==> src/rtl/pgm_pkg.sv <==
// Shared constants and types for the PGM ioctl-to-DDRAM ROM load path.
package pgm_pkg;

   localparam int DDR_AW = 29;
   localparam int DATA_W = 64;
   localparam int BE_W   = 8;
   localparam int LANES  = 4;

   localparam logic [DDR_AW-1:0] DDR_BASE_DEF = 29'h0600_0000;
   localparam int REGION_SHIFT_DEF = 21;
   localparam int NUM_REGIONS_DEF  = 8;

   typedef enum logic [2:0] {
      RGN_PROG   = 3'd0,
      RGN_TILE   = 3'd1,
      RGN_SPR_A  = 3'd2,
      RGN_SPR_B  = 3'd3,
      RGN_SAMPLE = 3'd4
   } pgm_region_e;

   typedef enum logic [1:0] {
      S_IDLE,
      S_LOAD,
      S_DRAIN,
      S_DONE
   } ldr_state_e;

   function automatic logic [BE_W-1:0] lane_be(input logic [1:0] lane);
      return 8'b11 << {lane, 1'b0};
   endfunction

   function automatic logic [DATA_W-1:0] lane_mask(input logic [1:0] lane);
      return 64'hFFFF << {lane, 4'b0};
   endfunction

endpackage

==> src/rtl/pgm_word_packer.sv <==
// Accumulates 16-bit lanes into one 64-bit DDRAM word and hands it
// to the out register when it completes, is displaced, or is flushed.
module pgm_word_packer
   import pgm_pkg::*;
(
   input  logic              clk_i,
   input  logic              rst_i,
   input  logic              wr_i,
   input  logic [DDR_AW-1:0] addr_i,
   input  logic [1:0]        lane_i,
   input  logic [15:0]       data_i,
   input  logic              flush_i,
   input  logic              out_free_i,
   output logic              acc_valid_o,
   output logic              push_o,
   output logic [DDR_AW-1:0] push_addr_o,
   output logic [DATA_W-1:0] push_din_o,
   output logic [BE_W-1:0]   push_be_o
);

   logic              acc_v_q, acc_v_d;
   logic              acc_done_q, acc_done_d;
   logic [DDR_AW-1:0] acc_addr_q, acc_addr_d;
   logic [DATA_W-1:0] acc_din_q, acc_din_d;
   logic [BE_W-1:0]   acc_be_q, acc_be_d;

   logic              hit;
   logic [DATA_W-1:0] new_din, mrg_din;
   logic [BE_W-1:0]   new_be, mrg_be;

   // A completed word waiting for the out register never absorbs more lanes.
   assign hit     = acc_v_q && !acc_done_q && (acc_addr_q == addr_i);
   assign new_din = {48'd0, data_i} << {lane_i, 4'b0};
   assign new_be  = lane_be(lane_i);
   assign mrg_din = ((hit ? acc_din_q : '0) & ~lane_mask(lane_i)) | new_din;
   assign mrg_be  = (hit ? acc_be_q : '0) | new_be;

   always_comb begin
      acc_v_d     = acc_v_q;
      acc_done_d  = acc_done_q;
      acc_addr_d  = acc_addr_q;
      acc_din_d   = acc_din_q;
      acc_be_d    = acc_be_q;
      push_o      = 1'b0;
      push_addr_o = acc_addr_q;
      push_din_o  = acc_din_q;
      push_be_o   = acc_be_q;
      if (wr_i) begin
         if (acc_v_q && !hit) begin
            push_o     = 1'b1;
            acc_v_d    = 1'b1;
            acc_done_d = (lane_i == 2'd3);
            acc_addr_d = addr_i;
            acc_din_d  = new_din;
            acc_be_d   = new_be;
         end else if (lane_i == 2'd3) begin
            push_o      = 1'b1;
            push_addr_o = addr_i;
            push_din_o  = mrg_din;
            push_be_o   = mrg_be;
            acc_v_d     = 1'b0;
            acc_done_d  = 1'b0;
         end else begin
            acc_v_d    = 1'b1;
            acc_done_d = 1'b0;
            acc_addr_d = addr_i;
            acc_din_d  = mrg_din;
            acc_be_d   = mrg_be;
         end
      end else if (acc_v_q && (acc_done_q || flush_i) && out_free_i) begin
         push_o     = 1'b1;
         acc_v_d    = 1'b0;
         acc_done_d = 1'b0;
      end
   end

   always_ff @(posedge clk_i) begin
      if (rst_i) begin
         acc_v_q    <= 1'b0;
         acc_done_q <= 1'b0;
         acc_addr_q <= '0;
         acc_din_q  <= '0;
         acc_be_q   <= '0;
      end else begin
         acc_v_q    <= acc_v_d;
         acc_done_q <= acc_done_d;
         acc_addr_q <= acc_addr_d;
         acc_din_q  <= acc_din_d;
         acc_be_q   <= acc_be_d;
      end
   end

   assign acc_valid_o = acc_v_q;

endmodule

==> src/rtl/pgm_ioctl_ddr_writer.sv <==
// HPS ioctl download to DDRAM ROM writer: region mapping, out register,
// back-pressure and download sequencing.
module pgm_ioctl_ddr_writer
   import pgm_pkg::*;
#(
   parameter logic [DDR_AW-1:0] DDR_BASE     = DDR_BASE_DEF,
   parameter int                REGION_SHIFT = REGION_SHIFT_DEF,
   parameter int                NUM_REGIONS  = NUM_REGIONS_DEF
) (
   input  logic              clk_sys,
   input  logic              reset,
   input  logic              ioctl_download,
   input  logic              ioctl_wr,
   input  logic [26:0]       ioctl_addr,
   input  logic [15:0]       ioctl_dout,
   input  logic [7:0]        ioctl_index,
   output logic              ioctl_wait,
   input  logic              ddram_busy,
   output logic              ddram_we,
   output logic [DDR_AW-1:0] ddram_addr,
   output logic [DATA_W-1:0] ddram_din,
   output logic [BE_W-1:0]   ddram_be,
   output logic              load_done,
   output logic              load_err
);

   ldr_state_e        state_q;
   logic              out_v_q, out_v_d;
   logic [DDR_AW-1:0] out_addr_q;
   logic [DATA_W-1:0] out_din_q;
   logic [BE_W-1:0]   out_be_q;
   logic              wait_q, done_q, err_q;

   logic              in_range, wr_live, wr_ok, wr_bad, flush;
   logic [DDR_AW-1:0] word_off, word_addr;
   logic              acc_valid, push;
   logic [DDR_AW-1:0] push_addr;
   logic [DATA_W-1:0] push_din;
   logic [BE_W-1:0]   push_be;

   assign in_range = (ioctl_index < 8'(NUM_REGIONS))
                  && ((ioctl_addr >> (REGION_SHIFT + 3)) == '0);
   assign word_off = 29'(ioctl_addr[26:3])
                   & ((29'd1 << REGION_SHIFT) - 29'd1);
   assign word_addr = DDR_BASE
                    + (29'(ioctl_index[2:0]) << REGION_SHIFT)
                    + word_off;

   assign wr_live = (state_q == S_LOAD) && ioctl_download && ioctl_wr;
   assign wr_ok   = wr_live && in_range && !wait_q;
   assign wr_bad  = wr_live && !wr_ok;
   assign flush   = (state_q == S_DRAIN)
                 || ((state_q == S_LOAD) && !ioctl_download);
   assign out_v_d = push || (out_v_q && ddram_busy);

   pgm_word_packer u_packer (
      .clk_i       (clk_sys),
      .rst_i       (reset),
      .wr_i        (wr_ok),
      .addr_i      (word_addr),
      .lane_i      (ioctl_addr[2:1]),
      .data_i      (ioctl_dout),
      .flush_i     (flush),
      .out_free_i  (!out_v_q),
      .acc_valid_o (acc_valid),
      .push_o      (push),
      .push_addr_o (push_addr),
      .push_din_o  (push_din),
      .push_be_o   (push_be)
   );

   always_ff @(posedge clk_sys) begin
      if (reset) begin
         state_q    <= S_IDLE;
         out_v_q    <= 1'b0;
         out_addr_q <= '0;
         out_din_q  <= '0;
         out_be_q   <= '0;
         wait_q     <= 1'b0;
         done_q     <= 1'b0;
         err_q      <= 1'b0;
      end else begin
         out_v_q <= out_v_d;
         wait_q  <= out_v_d;
         done_q  <= 1'b0;
         if (push) begin
            out_addr_q <= push_addr;
            out_din_q  <= push_din;
            out_be_q   <= push_be;
         end
         if (wr_bad) err_q <= 1'b1;
         unique case (state_q)
            S_IDLE: begin
               if (ioctl_download) begin
                  err_q   <= 1'b0;
                  state_q <= S_LOAD;
               end
            end
            S_LOAD: begin
               if (!ioctl_download) state_q <= S_DRAIN;
            end
            S_DRAIN: begin
               if (!acc_valid && !out_v_q) begin
                  done_q  <= 1'b1;
                  state_q <= S_DONE;
               end
            end
            S_DONE: state_q <= S_IDLE;
            default: state_q <= S_IDLE;
         endcase
      end
   end

   assign ioctl_wait = wait_q;
   assign ddram_we   = out_v_q;
   assign ddram_addr = out_addr_q;
   assign ddram_din  = out_din_q;
   assign ddram_be   = out_be_q;
   assign load_done  = done_q;
   assign load_err   = err_q;

endmodule

==> config.mk <==
export PLATFORM = sky130hd
export DESIGN_NAME = pgm_ioctl_ddr_writer
export DESIGN_NICKNAME = d
export VERILOG_FILES = /design/src/rtl/pgm_pkg.sv /design/src/rtl/pgm_word_packer.sv /design/src/rtl/pgm_ioctl_ddr_writer.sv
export SDC_FILE = /design/constraint.sdc
export NUM_CORES = 1
export LEC_CHECK = 0
export CORE_MARGIN = 3
export CORE_UTILIZATION = 38
export CTS_CLUSTER_SIZE = 8
export DETAILED_ROUTE_END_ITERATION = 7
export PLACE_DENSITY = 0.58
export SYNTH_ARGS = -nofsm -noshare
export SYNTH_HDL_FRONTEND = slang
export SYNTH_SLANG_ARGS = --single-unit
==> constraint.sdc <==
create_clock -name clk_sys -period 5.65 [get_ports clk_sys]
set_input_delay 0.565 -clock clk_sys [delete_from_list [all_inputs] [get_ports clk_sys]]
set_output_delay 0.565 -clock clk_sys [all_outputs]
set_load 0.02 [all_outputs]
==> flow_summary.toml <==
[outcome]
status = "complete, no violations"

[global_routing]
grt_pass1_wl_um = 42600
grt_pass1_vias = 7392
track_usage_pct = 20.2
gr-total-overflow = 0
grt_max_degree = 145
antenna_found_initial = 0

[detailed_routing]
vias_per_cell = 5.55
dr.pass1.iters = 5
drtAntennaViolNets = 0
vias = 7813
wl_um = 27000
first_iter_violations = 553
drc = 0
wl_per_cell_um = 19.2

[power_and_ir_drop]
p_per_area_nw_per_um2 = 275
power_mw = 3.11
power.share.combinational_pct = 5.9
p_int_mw = 2.40
peakVddDrop_uv = 223
p_leak_nw = 3.54
switching_share_pct = 22.7
power_frac_clock_pct = 48.0
p_seq_share_pct = 46.2
p_sw_mw = 0.705

[setup_path]
critPathLaunchType = "primary input"
end_kind = "register"
required_ns = 6.08
endpoint = "ddram_din[55]"
crit_chain = "clkdlybuf4s50_1, nor4_4, and4_1, o211a_4, buf_4, nor3_1, a211oi_1"
worstSetupStartpoint = "ioctl_index[7]"
cp_slowest_cell = "o211a_4"
critical_path_class = "primary input to register"
reg2reg_depth = 8
critPathMaxStageDelay_ns = 0.90
timing.rr.end = "ddram_din[55]"
path_max_fanout = 62
r2r-start = "state_q[1]"
crit_arrival_ns = 3.79
r2r_slack_ns = 2.32

[synthesis]
ys_ff_latch = 201
synth_ff_type = "dfxtp_1"
synth_area_per_cell_um2 = 8.98
synthesis.area_um2 = 8990
yosysSeqAreaShare_pct = 44.7
synthMostInstantiatedCell = "dfxtp_1"
synthCells = 1002
synthArstFlopShare_pct = 0
synth_edf_count = 0
yosysUniqueCellTypes = 49
synth_top_cell_area_share_pct = 44.7
synth_warnings = 0
synth_area_leaders = "dfxtp_1, a21oi_1, nand3_1"
synthTopCellsByCount = "dfxtp_1, a21oi_1, nand2_1"
synth_top_cell_by_area = "dfxtp_1"

[placement]
placed_area_um2 = 10600
dp.cells = 1377
io_buffer_count = 156
pre_cts_ws_ns = 1.77
dp_hpwl_um = 16400
gp_congestion = 0.775

[clocking]
cts.clk_slew.worst_paths_ns = 0.05
cts_buffers = 29
cts_root_buf = "clkbuf_16"
cts_hold_buf = 0
clock_latency_ns = 0.54
tritoncts = "built"
cts_resized = 0
clock-sinks = 201
h-tree-depth = 1
clk_path_buf_depth = 3
post-cts-setup-buffers = 0

[die]
pin_count = 161
chipHeight_um = 160
rows = 55
fp.dieW_um = 160
dieArea_um2 = 25600
initial_core_util_pct = 39.3
core_um2 = 22900

[job]
maxCapViolations = 0

[timing]
min_period_over_period_pct = 59.6
relSlewSlack_pct = 22.0
timing.fmax_mhz = 297
period_needed_ns = 3.37
skew_ns = 0.0228
worst_slack_ns = 2.28
slew_viol_final = 0
setup_viol = 0
worst_hold_slack_ns = 0.461
setup_tns_ns = 0
finalHoldViolations = 0
rsz0062_at_grt = "false"
tightest_slew_ns = 1.16

[final_layout]
n_antenna_cell = 0
seqCellArea_um2 = 4020
design_area_um2 = 11300
fin_util_pct = 49.3
multiInputGateArea_um2 = 4450
drive_gt1_share_pct = 9.03
syn_to_final_growth_pct = 25.7
final_cells = 1409
finalNetCount = 1155
fillers = 2251

[min_path]
hp-class = "register to register"
[cells in the final DEF, fill, tap and decap left out, types with 2 or more instances in the layout]
cell type        count
nor3_1              45
nand4_1              3
a211oi_1            42
and2_1               2
xor2_1              13
and4_1               2
a21oi_1            114
xnor2_1             11
a311oi_1            19
buf_4               14
nand3_1             87
nor4_2               4
nand2_1             93
clkbuf_16           29
dfxtp_1            201
clkdlybuf4s50_1    155
o211ai_1            21
inv_1                6
o221ai_1             4
nand2b_1            48
nor2_1              32
conb_1               3
o211ai_2            30
a22oi_1             54
o211ai_4             2
mux2i_1             28
ha_1                 4
[sequential cells by signal, indices dropped and copies added (netlist names), 2 cells and up]
register and count:
ddram_addr 25, ddram_din 64, ddram_be 8, u_packer.acc_din_q 64
u_packer.acc_addr_q 25, state_q 2, u_packer.acc_be_q 8
[power by group through the flow]
| stage | registers (mW) | logic, mW | clock network (mW) |
|---|---|---|---|
| detailed placement | 1.46 | 0.181 | 0 |
| floorplan | 1.47 | 0.0927 | 0 |
| CTS | 1.43 | 0.182 | 1.52 |
| global route | 1.43 | 0.200 | 1.58 |
| global placement | 1.46 | 0.180 | 0 |
| finish | 1.44 | 0.182 | 1.49 |
[metal layers]
metal	wire, um	up-vias	GRT usage, %
met2	12500	224	31.5
li1	-	3824	-
met5	0	-	0
met1	12300	3726	28.8
met3	1710	39	3.76
met4	594	0	5.56
[final cells by class]
cell class	instances	share of cell area, %
Inverter	6	0.199
Clock inverter	2	0.155
Sequential cell	201	35.6
Multi-Input combinational cell	687	39.4
Timing Repair Buffer	170	14.8
Tap cell	313	3.47
Clock buffer	30	6.45
[logic make-up (layout without fill, tap and decap cells)]
| kind of cell | count (synthesis) | count (layout) | synth area share [%] |
|---|---|---|---|
| AO/OA/AOI/OAI | 297 | 297 | 23.7 |
| XOR/XNOR | 24 | 24 | 2.34 |
| adder cells (fa/ha/maj) | 4 | 4 | 0.556 |
| buffers and inverters | 116 | 208 | 6.65 |
| flip-flops | 201 | 201 | 44.7 |
| multiplexers | 28 | 28 | 3.12 |
| other | 1 | 3 | 0.0417 |
| AND/OR/NAND/NOR | 331 | 331 | 18.8 |
[critical path, delay by kind of cell]
family                 cells  cell delay [ns]
buffers and inverters      2             0.99
AO/OA/AOI/OAI              2             1.17
AND/OR/NAND/NOR            3             1.04
[how the worst min path moves through the flow]
stage	from	cells past startpoint	slack [ns]	to
final	ddram_din[39]	2	0.46	ddram_din[39]
after global routing	ddram_din[32]	2	0.48	ddram_din[32]
after CTS	ddram_din[39]	2	0.46	ddram_din[39]
after detailed placement	ddram_be[3]	2	0.46	ddram_be[3]
after global placement	ddram_din[29]	2	0.45	ddram_din[29]
after floorplan	u_packer.acc_din_q[16]	2	0.44	u_packer.acc_din_q[16]
(Power assumes the default switching activity.)
